===== src/rtl/check_result_pkg.sv =====
// Shared defaults for the round-checking block: datapath width, winning score
// and the round number that ends the game.
package check_result_pkg;

    localparam int unsigned DEF_WIDTH      = 4;
    localparam int unsigned DEF_WIN_VALUE  = 4;
    localparam int unsigned DEF_LAST_ROUND = 7;

endpackage


===== src/rtl/check_result_comparator.sv =====
// Unsigned magnitude comparator: flags A<B, A==B and A>B.
module Comparator #(
    parameter int unsigned WIDTH = 4
) (
    input  logic [WIDTH-1:0] A,
    input  logic [WIDTH-1:0] B,
    output logic             AltB,
    output logic             AeqB,
    output logic             AgtB
);

    always_comb begin
        AltB = (A <  B);
        AeqB = (A == B);
        AgtB = (A >  B);
    end

endmodule


===== src/rtl/check_result_counter.sv =====
// Up/down counter with async reset, sync clear, parallel load and count enable,
// in that priority order.
module Counter #(
    parameter int unsigned WIDTH = 4
) (
    input  logic             clock,
    input  logic             reset_n,
    input  logic             clear,
    input  logic             en,
    input  logic             up,
    input  logic             load,
    input  logic [WIDTH-1:0] D,
    output logic [WIDTH-1:0] Q
);

    always_ff @(posedge clock or negedge reset_n) begin
        if (!reset_n) begin
            Q <= '0;
        end else if (clear) begin
            Q <= '0;
        end else if (load) begin
            Q <= D;
        end else if (en) begin
            // Wraps modulo 2^WIDTH in both directions.
            Q <= up ? Q + WIDTH'(1) : Q - WIDTH'(1);
        end
    end

endmodule


===== src/rtl/check_result.sv =====
// Game-state checker: counts rounds and flags a win or the end of the game.
module check_result
    import check_result_pkg::*;
#(
    parameter int unsigned WIDTH      = DEF_WIDTH,
    parameter int unsigned WIN_VALUE  = DEF_WIN_VALUE,
    parameter int unsigned LAST_ROUND = DEF_LAST_ROUND
) (
    input  logic             clock,
    input  logic             reset_n,
    input  logic             C_chk_clr,
    input  logic [WIDTH-1:0] Znarly,
    output logic [WIDTH-1:0] RoundNumber,
    output logic             GameWon,
    output logic             GameFinished
);

    logic       last_round;
    // Ordering/inequality outputs of both comparators are not needed here.
    logic [3:0] unused_cmp;

    Comparator #(.WIDTH(WIDTH)) u_win_cmp (
        .A    (Znarly),
        .B    (WIDTH'(WIN_VALUE)),
        .AltB (unused_cmp[0]),
        .AeqB (GameWon),
        .AgtB (unused_cmp[1])
    );

    Comparator #(.WIDTH(WIDTH)) u_round_cmp (
        .A    (RoundNumber),
        .B    (WIDTH'(LAST_ROUND)),
        .AltB (unused_cmp[2]),
        .AeqB (last_round),
        .AgtB (unused_cmp[3])
    );

    Counter #(.WIDTH(WIDTH)) u_round_cnt (
        .clock   (clock),
        .reset_n (reset_n),
        .clear   (C_chk_clr),
        .en      (~C_chk_clr),
        .up      (1'b1),
        .load    (1'b0),
        .D       ('0),
        .Q       (RoundNumber)
    );

    assign GameFinished = GameWon | last_round;

endmodule


===== config.mk =====
export PLATFORM = sky130hd
export DESIGN_NAME = check_result
export DESIGN_NICKNAME = d
export VERILOG_FILES = /design/src/rtl/check_result_pkg.sv /design/src/rtl/check_result_comparator.sv /design/src/rtl/check_result_counter.sv /design/src/rtl/check_result.sv
export SDC_FILE = /design/constraint.sdc
export NUM_CORES = 1
export LEC_CHECK = 0
export ABC_AREA = 1
export BUFFER_PORTS_ARGS = -buffer_cell sky130_fd_sc_hd__clkbuf_2
export CORE_AREA = 2 2 39 41
export CTS_BUF_LIST = sky130_fd_sc_hd__clkbuf_4 sky130_fd_sc_hd__clkbuf_8
export DETAILED_ROUTE_END_ITERATION = 8
export DIE_AREA = 0 0 41 43
export PLACE_DENSITY = 0.4
export SLEW_MARGIN = 20
export SYNTH_ARGS = -nofsm -noshare
export SYNTH_HDL_FRONTEND = slang
export SYNTH_SLANG_ARGS = --single-unit

===== constraint.sdc =====
create_clock -name clock -period 1.6 [get_ports clock]
set_clock_uncertainty 0.15 [all_clocks]
set_input_delay 0.32 -clock clock [delete_from_list [all_inputs] [get_ports clock]]
set_output_delay 0.32 -clock clock [all_outputs]
set_load 0.02 [all_outputs]

## Yosys cells after proc, flatten, opt, wreduce, memory -nomap -nowiden

Index checks and enable logic that the tools add are counted.
Widths: inputs -> output; s select.

- Register bits after elaboration: 4
- Bits of input ports: 7
- ROM bits: 0
- Output and inout port bits: 6
- Word-level logic and storage cells: 6
- Memories kept: 0
- Memory bits (writable): 0
- Latch bits: 0

- Add/sub/neg operators: 1
- Shifts and indexed selects: 0
- Reduce and logical (&&, ||, !) cells: 0
- Multiply operators: 0
- Bitwise gates (word level): 1
- Order comparisons: 0
- Div/mod/pow operators: 0
- Eq/ne operators: 2
- Multiplexer cells: 1

Operators by type and width:

| kind | count |
|---|---|
| $eq 4x3->1 const B | 2 |
| $add 4x1->4 const B | 1 |
| $mux 4 | 1 |
| $or 1x1->1 | 1 |

## Depth between registers and ports, before layout

Gate-level depths: netlist of the first run.

- Word-level depth: 2
- Mapped depth: 4
- Gate-level depth less buffers: 4

## Modules after synthesis

Synthesis of the first run repeated with hierarchy kept, for this count alone.

- Cells, all modules: 92
- Area, all modules: 574.3 um2

By module, submodules not included:

| module | area an instance (um2) | seq. area each (um2) | cells each | times used |
|---|---|---|---|---|
| Counter | 321.6 | 100.1 | 46 | 1 |
| Comparator | 115.1 | 0.0 | 20 | 2 |
| check_result | 22.5 | 0.0 | 6 | 1 |

## Least setup slack after synthesis of the first run

No wires, ideal clock.

- Kind: reg2out
- From: register u_round_cnt.Q[0]
- To: output port GameFinished
- Data required time: 1,130 ps
- Setup slack: 182 ps
- Data arrival time: 948 ps
- Buffers on the path: 0
- Cell stages (with the launch flop): 4
- Cell sequence: dfrtp_1 ha_1 nand3_1 nand2_1

- Longest elaborated chain between the ends: 2

RTL lines:

| item | RTL line | source |
|---|---|---|
| start, declared | check_result_counter.sv:13 | `output logic [WIDTH-1:0] Q` |
| start signal, assigned | check_result_counter.sv:25 | `Q <= up ? Q + WIDTH'(1) : Q - WIDTH'(1);` |
| $eq 4x3->1 | check_result_comparator.sv:14 | `AeqB = (A == B);` |
| $or 1x1->1 | check_result.sv:49 | `assign GameFinished = GameWon \| last_round;` |
| end, declared | check_result.sv:15 | `output logic GameFinished` |

Every way passes these cells.

## Worst setup path in the final report of the first run

- From: register u_round_cnt.Q[1]
- To: output port GameFinished

Same word-level chain as after synthesis.

==> impl_results.md, run 1 <==
- Share of final-layout standard cells stronger than drive strength 1: 53.5%
- Final core utilization: 25.3%
- Placement-stage worst setup slack: 0.199 ns
- DRT iter0 DRCs: 4
- Cell Area, Synth: 191 µm²
- Starting density of the core: 13.8%
- Area contributors post-synth: sky130_fd_sc_hd__dfrtp_1 (52%), sky130_fd_sc_hd__inv_1 (9.8%), sky130_fd_sc_hd__nor2_1 (9.8%)
- Post-synthesis cell count: 23
- Leading cell type in the layout, fill and taps excluded: sky130_fd_sc_hd__clkbuf_2
- Arrival time of the worst setup path: 1.09 ns
- Post-route ant nets: 0
- Routed wire length per instance: 7.92 µm
- H-tree Lvls: 1
- Total area of multi-input combinational cells: 82.6 µm²
- Max reg flops: 4
- Minimum period implied by the final worst setup slack: 1.56 ns
- Top Registers: u_round_cnt.Q: 4 flops
- Filler cells: 146
- Worst min path class: primary input to flop
- Top library cells by usage in the layout, fill and taps aside: sky130_fd_sc_hd__clkbuf_2 (11), sky130_fd_sc_hd__inv_1 (5), sky130_fd_sc_hd__nor2_1 (5)
- Required time at the endpoint of the critical path: 1.13 ns
- Clk sink count: 4
- Die Span Y: 43 µm
- Relative area change from synthesis to final layout: 83.0%
- Clock tree from TritonCTS: yes
- Total track usage: 6.55%
- Area taken by flip-flops and latches: 100 µm²
- Synth area leader: sky130_fd_sc_hd__dfrtp_1
- IO Pins: 13
- Register name with the most flops: u_round_cnt.Q
- Share of the yosys chip area belonging to registers: 52.3%
- Number of global-route vias before repair: 180
- Post-route clock period utilization: 97.2%
- Setup Crit Path Kind: flop to output pin
- Diodes inserted: 0
- Worst-case headroom to the max-slew limit: 87.7%
- Vias per inst: 3.63
- Area share of the leading cell type in the synthesized netlist: 52.3%
- Post-synthesis register bit count: 4
- Power consumption: 0.296 mW
- Kind of start point of the critical path: flop
- Number of distinct library cell variants in the gate-level netlist after synthesis: 9
- YS warnings: 0
- Inserted Clock Buffers: 3
- Slack of the critical path: 0.0441 ns
- Clock root buffer: sky130_fd_sc_hd__clkbuf_4
- Maximum number of pins on one net before global-route repair: 6
- First-pass GRT wire length: 690 µm
- Maximum single-stage delay on the critical path: 0.38 ns
- First-pass DRT Iterations: 4
- Largest driver fanout on the critical path: 3
- Post-Syn Nets: 31
- Die Outline Area: 1760 µm²
- Slowest cell on the critical path: sky130_fd_sc_hd__dfrtp_1
- Routed via count: 214
- Number of buffers added on ports: 12
- # rows: 14
- Final non-filler cell area: 350 µm²
- Sum of routed wire length over all layers: 467 µm
- Hold Violations, Final: 0
- Ordered cell list for the critical path: ha_2, nand3_2, nand2_2, buf_6
- Result of the run: finished, final reports clean
- Transition at the pin with the smallest max-transition slack: 0.184 ns
- Die span in x: 41 µm
- Highest Clock Rate: 643 MHz
- Leakage: 0.208 nW
- Crit path capture type: output pin
- Maximum buffer depth of the clock tree: 2
- Nets: 53
- Worst ir drop on vdd: 0.000419 V
- Post-synthesis area per instance: 8.32 µm²
- Cell area after placement: 272 µm²
- Initial antenna violation count: 0
- Grt total ovfl: 0
- RD Place Congestion: 0.658
- Placeable core area: 1380 µm²
- Max cap viols: 0
- Count of unresolved DRC violations after routing: 0
- Power per standard cell area: 845 nW/µm²
- Final Max Slew Viols: 0
- Clock network latency to the later pin of the worst-skew pair: 0.23 ns
- Setup Viol. Count Final: 0
- Total negative setup slack: 0 ns
- Clock slew seen by the registers of the worst setup and hold paths: 0.03 ns
-- report_power, final --
group | switching (mW) | total, mW | internal (mW)
combinational | 0.0286 | 0.0570 | 0.0284
clock | 0.0420 | 0.126 | 0.0840
sequential | 0.00525 | 0.113 | 0.108
-- what timing repair did --
item / in CTS / in global routing
endpoints found under the setup margin: 1 / 1
resized for setup: 1 / 5
setup buffers: 2 / 2
pin swaps: 0 / 2
hold endpoints to repair: 4 / 0
hold buffers: 1 / 0
-- cells by family after synthesis --
kind of cell / count (synthesis) / share of synthesized area [%]
AOI/OAI and AO/OA: 2 / 5.22
adders and majority gates: 1 / 6.53
buffers and inverters: 5 / 9.80
DFF: 4 / 52.3
and+or+nand+nor: 11 / 26.1
-- routing by layer --
metal,part of all wire (%),GRT usage [%],up-vias
li1,-,-,113
met1,45,7.82,83
met2,37,7.19,18
met3,18,7.85,0
met4,0,2.00,0
met5,0,0,-
-- metrics by stage --
stage	cells	hold slack, ns
final	59	0.116
after global placement	51	-0.0107
after floorplan	23	-0.126
after CTS	57	0.112
after global routing	59	0.118
after detailed placement	51	-0.0159
-- worst paths after layout --
path                             startpoint          endpoint  slack [ns]  depth (start not counted)
setup / recovery           u_round_cnt.Q[1]      GameFinished        0.04                          4
min in group asynchronous           reset_n  u_round_cnt.Q[3]        0.28                          2
max in group asynchronous           reset_n  u_round_cnt.Q[0]        0.89                          2
hold reg to reg            u_round_cnt.Q[0]  u_round_cnt.Q[0]        0.39                          2
hold / removal                    C_chk_clr  u_round_cnt.Q[0]        0.12                          2
setup reg to reg           u_round_cnt.Q[1]  u_round_cnt.Q[3]        0.50                          6
-- cell type report --
| cell class | instances | area share, % |
|---|---|---|
| timing repair buffer | 17 | 30.4 |
| sequential | 4 | 28.6 |
| multi-input combinational | 14 | 23.6 |
| clock buffer | 3 | 6.43 |
| tap | 16 | 5.71 |
| inverter | 5 | 5.36 |
-- synthesized netlist by cell type (all sizes together) --
cell,n
dfrtp,4
a21oi,1
inv,5
nand2,3
ha,1
nor2,5
nand3,3
o21ai,1
-- critical path: cells and delay by family (launching register included) --
kind / cells / cell delay [ns]
flops: 1 / 0.38
fa+ha+maj: 1 / 0.21
simple gates: 2 / 0.13
buf+inv: 1 / 0.12
Note: power is estimated with default switching activity, not from simulation.
==> run 2: changes to the inputs <==
--- a/config.mk
+++ b/config.mk
@@ -11,6 +11,7 @@
 export CTS_BUF_LIST = sky130_fd_sc_hd__clkbuf_4 sky130_fd_sc_hd__clkbuf_8
 export DETAILED_ROUTE_END_ITERATION = 8
 export DIE_AREA = 0 0 41 43
+export MAX_ROUTING_LAYER = met4
 export PLACE_DENSITY = 0.4
 export SLEW_MARGIN = 20
 export SYNTH_ARGS = -nofsm -noshare
==> constraint.sdc (replaced) <==
create_clock -name clock -period 1.8 [get_ports clock]
set_clock_uncertainty 0.15 [all_clocks]
set_input_delay 0.36 -clock clock [delete_from_list [all_inputs] [get_ports clock]]
set_output_delay 0.36 -clock clock [all_outputs]
set_load 0.02 [all_outputs]
==> run 2 against run 1 <==
  * Non-clock buffer count down 4
  * Sequential power down 9.7%
  * Worst setup slack better by 0.080 ns
  * Sequential share of layout area up 4.4 points
  * Combinational power down 37%
  * Critical path depth unchanged
  * Highest routed layer unchanged
==> impl_results.md, run 2 (same netlist as run 1, synthesis figures left out) <==
- Worst min path class: primary input to flop
- Power consumption: 0.249 mW (-16%)
- Die Span Y: 43 µm (unchanged)
- Setup Viol. Count Final: 0 (unchanged)
- Required time at the endpoint of the critical path: 1.29 ns (+0.16 ns)
- Minimum period implied by the final worst setup slack: 1.68 ns
- Starting density of the core: 13.8% (unchanged)
- Maximum single-stage delay on the critical path: 0.41 ns (+0.03 ns)
- Clock network power share: 44.4% (+1.8 points)
- Grt total ovfl: 0 (unchanged)
- Ordered cell list for the critical path: ha_1, nand3_1, nand2_1, clkbuf_2
- Met3 global-route usage: 4.71% (-3.1 points)
- Placeable core area: 1380 µm² (unchanged)
- Clock slew seen by the registers of the worst setup and hold paths: 0.04 ns (about the same)
- Die span in x: 41 µm (unchanged)
- M1 GR Usage: 8.77% (+0.95 points)
- Clock network latency to the later pin of the worst-skew pair: 0.23 ns (about the same)
- Maximum number of pins on one net before global-route repair: 6 (unchanged)
- Post-route ant nets: 0 (unchanged)
- Diodes inserted: 0 (unchanged)
- Total track usage: 6.09% (-0.46 points)
- Routed wire length per instance: 8.00 µm (+1.1%)
- Highest Clock Rate: 597 MHz
- Post-route clock period utilization: 93.1%
- Post-CTS resize count: 0 (-1)
- Transition at the pin with the smallest max-transition slack: 0.168 ns (-0.0159 ns)
- Relative area change from synthesis to final layout: 58.8%
- HPWL Detailed: 340 µm
- Cell type group with the largest total delay on the critical path: flip-flops
- Net switching component of the power: 0.0633 mW (-17%)
- Placement-stage worst setup slack: 0.374 ns (+0.175 ns)
- IO Pins: 13 (unchanged)
- Power per standard cell area: 818 nW/µm² (-3.2%)
- Vias per inst: 3.31 (-8.8%)
- RD Place Congestion: 0.628 (-4.6%)
- Power share of the sequential group: 41.0% (+2.8 points)
- Count of unresolved DRC violations after routing: 0 (unchanged)
- DRT iter0 DRCs: 2 (-2)
- Kind of start point of the critical path: flop
- Total negative setup slack: 0 ns (unchanged)
- Arrival time of the worst setup path: 1.17 ns (+0.08 ns)
- Final Max Slew Viols: 0 (unchanged)
- Internal Power: 0.185 mW (-16%)
- Share of final-layout standard cells stronger than drive strength 1: 41.0% (-12 points)
- Sum of routed wire length over all layers: 440 µm (-5.8%)
- Crit path capture type: output pin
- Nets: 49 (-7.5%)
- Top Registers: u_round_cnt.Q: 4 flops
- Clk sink count: 4 (unchanged)
- Max cap viols: 0 (unchanged)
- Inserted Clock Buffers: 3 (unchanged)
- Placed instance count: 51 (unchanged)
- Result of the run: finished, final reports clean
- Number of buffer and inverter stages on the critical path: 1 (unchanged)
- Comb power frac: 14.5% (-4.7 points)
- Final core utilization: 22.0% (-3.3 points)
- Clock tree from TritonCTS: yes
- Maximum buffer depth of the clock tree: 2 (unchanged)
- Clock root buffer: sky130_fd_sc_hd__clkbuf_4
- Max reg flops: 4 (unchanged)
- Leakage: 0.188 nW (-9.5%)
- Post-CTS setup buffer count: 0 (-2)
- # rows: 14 (unchanged)
- Worst ir drop on vdd: 0.000275 V (-34%)
- First-pass GRT wire length: 627 µm (-9.1%)
- Worst-case headroom to the max-slew limit: 88.8% (+1.1 points)
- Number of buffers added on ports: 12 (unchanged)
- Non-Filler Instances: 55 (-6.8%)
- Slack of the critical path: 0.124 ns (+0.0801 ns)
- Number of global-route vias before repair: 152 (-16%)
- Largest driver fanout on the critical path: 4 (+1)
- Net switching share of the total power: 25.5% (-0.17 points)
- Slowest cell on the critical path: sky130_fd_sc_hd__dfrtp_1
- Leading cell type in the layout, fill and taps excluded: sky130_fd_sc_hd__clkbuf_2
- Register name with the most flops: u_round_cnt.Q
- Initial antenna violation count: 0 (unchanged)
- RSZ-0062 raised after global routing: no
- Most heavily used metal layer in global routing: met1
- Routed via count: 182 (-15%)
- Hold Violations, Final: 0 (unchanged)
- Global Route met2 Usage: 4.38% (-2.8 points)
- First-pass DRT Iterations: 2 (-2)
- Top library cells by usage in the layout, fill and taps aside: sky130_fd_sc_hd__clkbuf_2 (12), sky130_fd_sc_hd__inv_1 (5), sky130_fd_sc_hd__nor2_1 (5)
- Setup Crit Path Kind: flop to output pin
- H-tree Lvls: 1 (unchanged)
- Die Outline Area: 1760 µm² (unchanged)
-- run 2: cell types whose count changed in the layout (fill, tap and decap cells not counted), sizes merged --
cell	change
buf	-5
clkbuf	+1
-- run 2: power groups by stage --
stage | clock network, mW | registers, mW | logic, mW
after floorplan | 0 | 0.109 | 0.0111
after global placement | 0 | 0.103 | 0.0353
after detailed placement | 0 | 0.103 | 0.0347
after CTS | 0.118 | 0.102 | 0.0366
after global routing | 0.127 | 0.103 | 0.0406
final | 0.110 | 0.102 | 0.0361
-- run 2: timing repair --
item / in CTS / in global routing
endpoints found under the setup margin: 0 / 0
hold endpoints to repair: 4 / 0
hold buffers: 1 / 0
-- run 2: path summary, 6_finish.rpt --
path                             startpoint                to  slack, ns  depth (start not counted)
setup / recovery           u_round_cnt.Q[0]      GameFinished       0.12                          4
hold / removal                    C_chk_clr  u_round_cnt.Q[0]       0.17                          2
setup reg to reg           u_round_cnt.Q[0]  u_round_cnt.Q[2]       0.68                          3
hold reg to reg            u_round_cnt.Q[0]  u_round_cnt.Q[0]       0.35                          1
max in group asynchronous           reset_n  u_round_cnt.Q[0]       1.04                          2
min in group asynchronous           reset_n  u_round_cnt.Q[1]       0.32                          2
-- run 2: worst reg2reg max path: cells and delay by family (launching register included) --
kind / cells / cell delay (ns)
AO/OA/AOI/OAI: 2 / 0.20
adder cells (fa/ha/maj): 1 / 0.24
flip-flops: 1 / 0.41
-- run 2: per-layer routing --
layer  wire, µm  part of all wire [%]
met1        261                    59
met2        117                    27
met3         61                    14
met4          0                     0
met5          0                     0
-- run 2: area by class of cell --
type,count,area (µm²)
well taps,16,20.0
inverters,5,18.8
fillers,162,1080
flip-flops and latches,4,100
repair buffers,13,70.1
clock buffers,3,22.5
multi-input cells,14,72.6
-- run 2: per-stage QoR --
| step | hold slack, ns | instance area (µm²) |
|---|---|---|
| final | 0.168 | 304 |
| after global routing | 0.164 | 304 |
| after CTS | 0.156 | 304 |
| after detailed placement | 0.0258 | 272 |
| after global placement | 0.0286 | 272 |
| after floorplan | -0.0856 | 191 |
==> run 3: changes to the inputs <==
--- a/config.mk
+++ b/config.mk
@@ -5,14 +5,14 @@
 export SDC_FILE = /design/constraint.sdc
 export NUM_CORES = 1
 export LEC_CHECK = 0
-export ABC_AREA = 1
+export ABC_AREA = 0
 export BUFFER_PORTS_ARGS = -buffer_cell sky130_fd_sc_hd__clkbuf_2
 export CORE_AREA = 2 2 39 41
 export CTS_BUF_LIST = sky130_fd_sc_hd__clkbuf_4 sky130_fd_sc_hd__clkbuf_8
 export DETAILED_ROUTE_END_ITERATION = 8
 export DIE_AREA = 0 0 41 43
 export MAX_ROUTING_LAYER = met4
-export PLACE_DENSITY = 0.4
+export PLACE_DENSITY = 0.41
 export SLEW_MARGIN = 20
 export SYNTH_ARGS = -nofsm -noshare
 export SYNTH_HDL_FRONTEND = slang
==> run 3 against run 2 <==
  * Hold slack better by 0.027 ns
  * Final cell count is 13% lower
  * Power increased by 2.6%
  * Register-to-register slack improved by 0.03 ns
  * Fmax shrank 2.0%
  * Final area grew 2.9%
  * Sequential share of layout area down 0.92 points
  * Worst setup slack got worse by 0.034 ns
  * Flip-flop and latch count unchanged
  * First-iteration DRC count is 50% higher
  * Count of clock-buffer cells in the layout stayed put
  * Critical endpoint unchanged
  * Largest cell class unchanged
  * Largest power group unchanged
==> impl_results.md, run 3 <==
- Diodes inserted: 0 (unchanged)
- Post-synthesis cell count: 16 (-30%)
- Share of the yosys chip area belonging to registers: 50.0% (-2.3 points)
- Clock root buffer: sky130_fd_sc_hd__clkbuf_4
- Most instantiated library cell after synthesis: sky130_fd_sc_hd__dfrtp_1
- Required time at the endpoint of the critical path: 1.29 ns (about the same)
- Leading cell type in the layout, fill and taps excluded: sky130_fd_sc_hd__clkbuf_2
- Post-synthesis register bit count: 4 (unchanged)
- Minimum period implied by the final worst setup slack: 1.71 ns (+0.0345 ns)
- Internal Power: 0.189 mW (+2.0%)
- Post-route clock period utilization: 95.0% (+1.9 points)
- First-pass DRT Iterations: 2 (unchanged)
- Largest driver fanout on the critical path: 4 (unchanged)
- Number of global-route vias before repair: 192 (+26%)
- Top library cells by usage in the layout, fill and taps aside: sky130_fd_sc_hd__clkbuf_2 (11), sky130_fd_sc_hd__dfrtp_1 (4), sky130_fd_sc_hd__nor2_1 (3), sky130_fd_sc_hd__clkbuf_4 (3), sky130_fd_sc_hd__nor2b_1 (2)
- Comb power frac: 15.8% (+1.3 points)
- Clk sink count: 4 (unchanged)
- Synth area leader: sky130_fd_sc_hd__dfrtp_1
- Nets: 42 (-14%)
- Top Registers: u_round_cnt.Q: 4 flops
- Cell count of the worst hold path: 2 (unchanged)
- Area share of the leading cell type in the synthesized netlist: 50.0% (-2.3 points)
- Net switching component of the power: 0.0660 mW (+4.3%)
- Number of enable-type register cells in the synthesized netlist: 0 (unchanged)
- Clock network latency to the later pin of the worst-skew pair: 0.24 ns (about the same)
- First-pass GRT wire length: 752 µm (+20%)
- Arrival time of the worst setup path: 1.20 ns (+0.03 ns)
- Die span in x: 41 µm (unchanged)
- Routed wire length per instance: 9.54 µm (+19%)
- Transition at the pin with the smallest max-transition slack: 0.198 ns (+0.0297 ns)
- IO Pins: 13 (unchanged)
- Sum of routed wire length over all layers: 458 µm (+4.1%)
- Max cap viols: 0 (unchanged)
- Prevailing post-synth register cell: sky130_fd_sc_hd__dfrtp_1
- Cell Area, Synth: 200 µm² (+4.6%)
- Initial antenna violation count: 0 (unchanged)
- RSZ-0062 raised after global routing: no
- Slack of the critical path: 0.0897 ns (-0.0345 ns)
- Maximum buffer depth of the clock tree: 2 (unchanged)
- Relative area change from synthesis to final layout: 56.3%
- Asr flop ratio synth: 100% (unchanged)
- Placement-stage worst setup slack: 0.230 ns (-0.144 ns)
- Post-CTS setup buffer count: 0 (unchanged)
- Worst-case headroom to the max-slew limit: 86.8% (-2.0 points)
- Inserted Clock Buffers: 3 (unchanged)
- Reg-to-reg setup timing slack: 0.71 ns (+0.03 ns)
- Vias per inst: 3.83 (+16%)
- YS warnings: 0 (unchanged)
- Setup Crit Path Kind: flop to output pin
- DRT iter0 DRCs: 3 (+1)
- Total area of multi-input combinational cells: 100 µm² (+38%)
- Share of final-layout standard cells stronger than drive strength 1: 53.1% (+12 points)
- Post-Syn Nets: 24 (-23%)
- Starting density of the core: 14.5% (+0.63 points)
- Power share of the sequential group: 39.9% (-1.1 points)
- Clock slew seen by the registers of the worst setup and hold paths: 0.03 ns (about the same)
- Number of buffers added on ports: 12 (unchanged)
- Worst ir drop on vdd: 0.000416 V (+51%)
- Kind of start point of the critical path: flop
- Hold Violations, Final: 0 (unchanged)
- Final core utilization: 22.6% (+0.63 points)
- Setup Viol. Count Final: 0 (unchanged)
- Final Max Slew Viols: 0 (unchanged)
- Total negative setup slack: 0 ns (unchanged)
- Non-Filler Instances: 48 (-13%)
- Number of distinct library cell variants in the gate-level netlist after synthesis: 10 (+1)
- RD Place Congestion: 0.596 (-5.1%)
- Min Hold Slack: 0.195 ns (+0.0271 ns)
- H-tree Lvls: 1 (unchanged)
- Power per standard cell area: 815 nW/µm² (-0.31%)
- Count of unresolved DRC violations after routing: 0 (unchanged)
- # rows: 14 (unchanged)
- Highest Clock Rate: 585 MHz (-2.0%)
- Leakage: 0.166 nW (-12%)
- Max reg flops: 4 (unchanged)
- Total track usage: 7.12% (+1.0 points)
- Filler cells: 152 (-6.2%)
- Power consumption: 0.255 mW (+2.6%)
- Final non-filler cell area: 313 µm² (+2.9%)
- Net switching share of the total power: 25.9% (+0.43 points)
- Worst min path class: primary input to flop
- Result of the run: finished, final reports clean
- Post-synthesis area per instance: 12.5 µm² (+50%)
- Die Span Y: 43 µm (unchanged)
- Placed instance count: 44 (-14%)
- Clock network power share: 44.4% (about the same)
- Register name with the most flops: u_round_cnt.Q
- Area taken by flip-flops and latches: 100 µm² (unchanged)
- Die Outline Area: 1760 µm² (unchanged)
- Grt total ovfl: 0 (unchanged)
- Cell area after placement: 280 µm² (+3.2%)
- Routed via count: 184 (+1.1%)
- Crit path capture type: output pin
- Maximum number of pins on one net before global-route repair: 6 (unchanged)
- Clock tree from TritonCTS: yes
- Post-route ant nets: 0 (unchanged)
- Area contributors post-synth: sky130_fd_sc_hd__dfrtp_1 (50%), sky130_fd_sc_hd__nor4b_4 (12%), sky130_fd_sc_hd__mux2_4 (7.5%)
- Worst Reg2Reg Path Length in Cells: 2 (-1)
- Most numerous cell types in the synthesized netlist: sky130_fd_sc_hd__dfrtp_1 (4), sky130_fd_sc_hd__nor2_1 (3), sky130_fd_sc_hd__nor2b_1 (2)
- Placeable core area: 1380 µm² (unchanged)
-- run 3: changes by cell type in the layout (fill, tap and decap cells not counted), moves of 2 or more --
| cell | before | now |
|---|---|---|
| sky130_fd_sc_hd__nor2_1 | 5 | 3 |
| sky130_fd_sc_hd__inv_1 | 5 | 0 |
| sky130_fd_sc_hd__nor2b_1 | 0 | 2 |
| sky130_fd_sc_hd__nand2_1 | 3 | 1 |
-- run 3: power groups by stage --
stage	Clock, mW	Sequential (mW)	Combinational (mW)
2_1_floorplan	0	0.109	0.0126
3_3_place_gp	0	0.102	0.0378
3_5_place_dp	0	0.103	0.0389
4_1_cts	0.117	0.102	0.0410
5_1_grt	0.127	0.102	0.0446
6_report	0.113	0.102	0.0402
-- run 3: layout make-up --
| type | instances | area share (%) |
|---|---|---|
| sequential | 4 | 32.0 |
| multi-input combinational | 12 | 32.0 |
| timing repair buffer | 13 | 22.4 |
| clock buffer | 3 | 7.20 |
| tap | 16 | 6.40 |
-- run 3: critical path: stages (launching register included) --
cell and delay [ns]:
sky130_fd_sc_hd__dfrtp_1 0.39, sky130_fd_sc_hd__ha_1 0.21, sky130_fd_sc_hd__nand2_1 0.07, sky130_fd_sc_hd__o21bai_1 0.13
sky130_fd_sc_hd__buf_2 0.18
-- run 3: timing repair --
item | CTS | global route
hold buffers | 1 | 0
gates resized for setup | 0 | 1
hold endpoints to repair | 4 | 0
endpoints found under the setup margin | 0 | 1
-- run 3: per-layer routing --
| layer | vias up | global-route usage (%) | routed length [µm] |
|---|---|---|---|
| li1 | 87 | - | - |
| met1 | 81 | 7.47 | 198 |
| met2 | 16 | 8.75 | 181 |
| met3 | 0 | 6.28 | 78 |
| met4 | 0 | 4.00 | 0 |
| met5 | - | - | 0 |
-- run 3: worst paths after layout --
path / endpoint / start
hold reg to reg: u_round_cnt.Q[0] / u_round_cnt.Q[0]
setup reg to reg: u_round_cnt.Q[1] / u_round_cnt.Q[0]
min in group asynchronous: u_round_cnt.Q[3] / reset_n
setup / recovery: GameFinished / u_round_cnt.Q[0]
max in group asynchronous: u_round_cnt.Q[1] / reset_n
hold / removal: u_round_cnt.Q[0] / C_chk_clr
-- run 3: cell families (layout without fill, tap and decap cells) --
kind of cell	Yosys count	after routing	share of synthesized area (%)
buf+inv	0	16	0
compound gates	1	1	3.75
xor+xnor	1	1	4.38
flops	4	4	50.0
simple gates	8	8	28.1
mux	1	1	7.50
fa+ha+maj	1	1	6.25
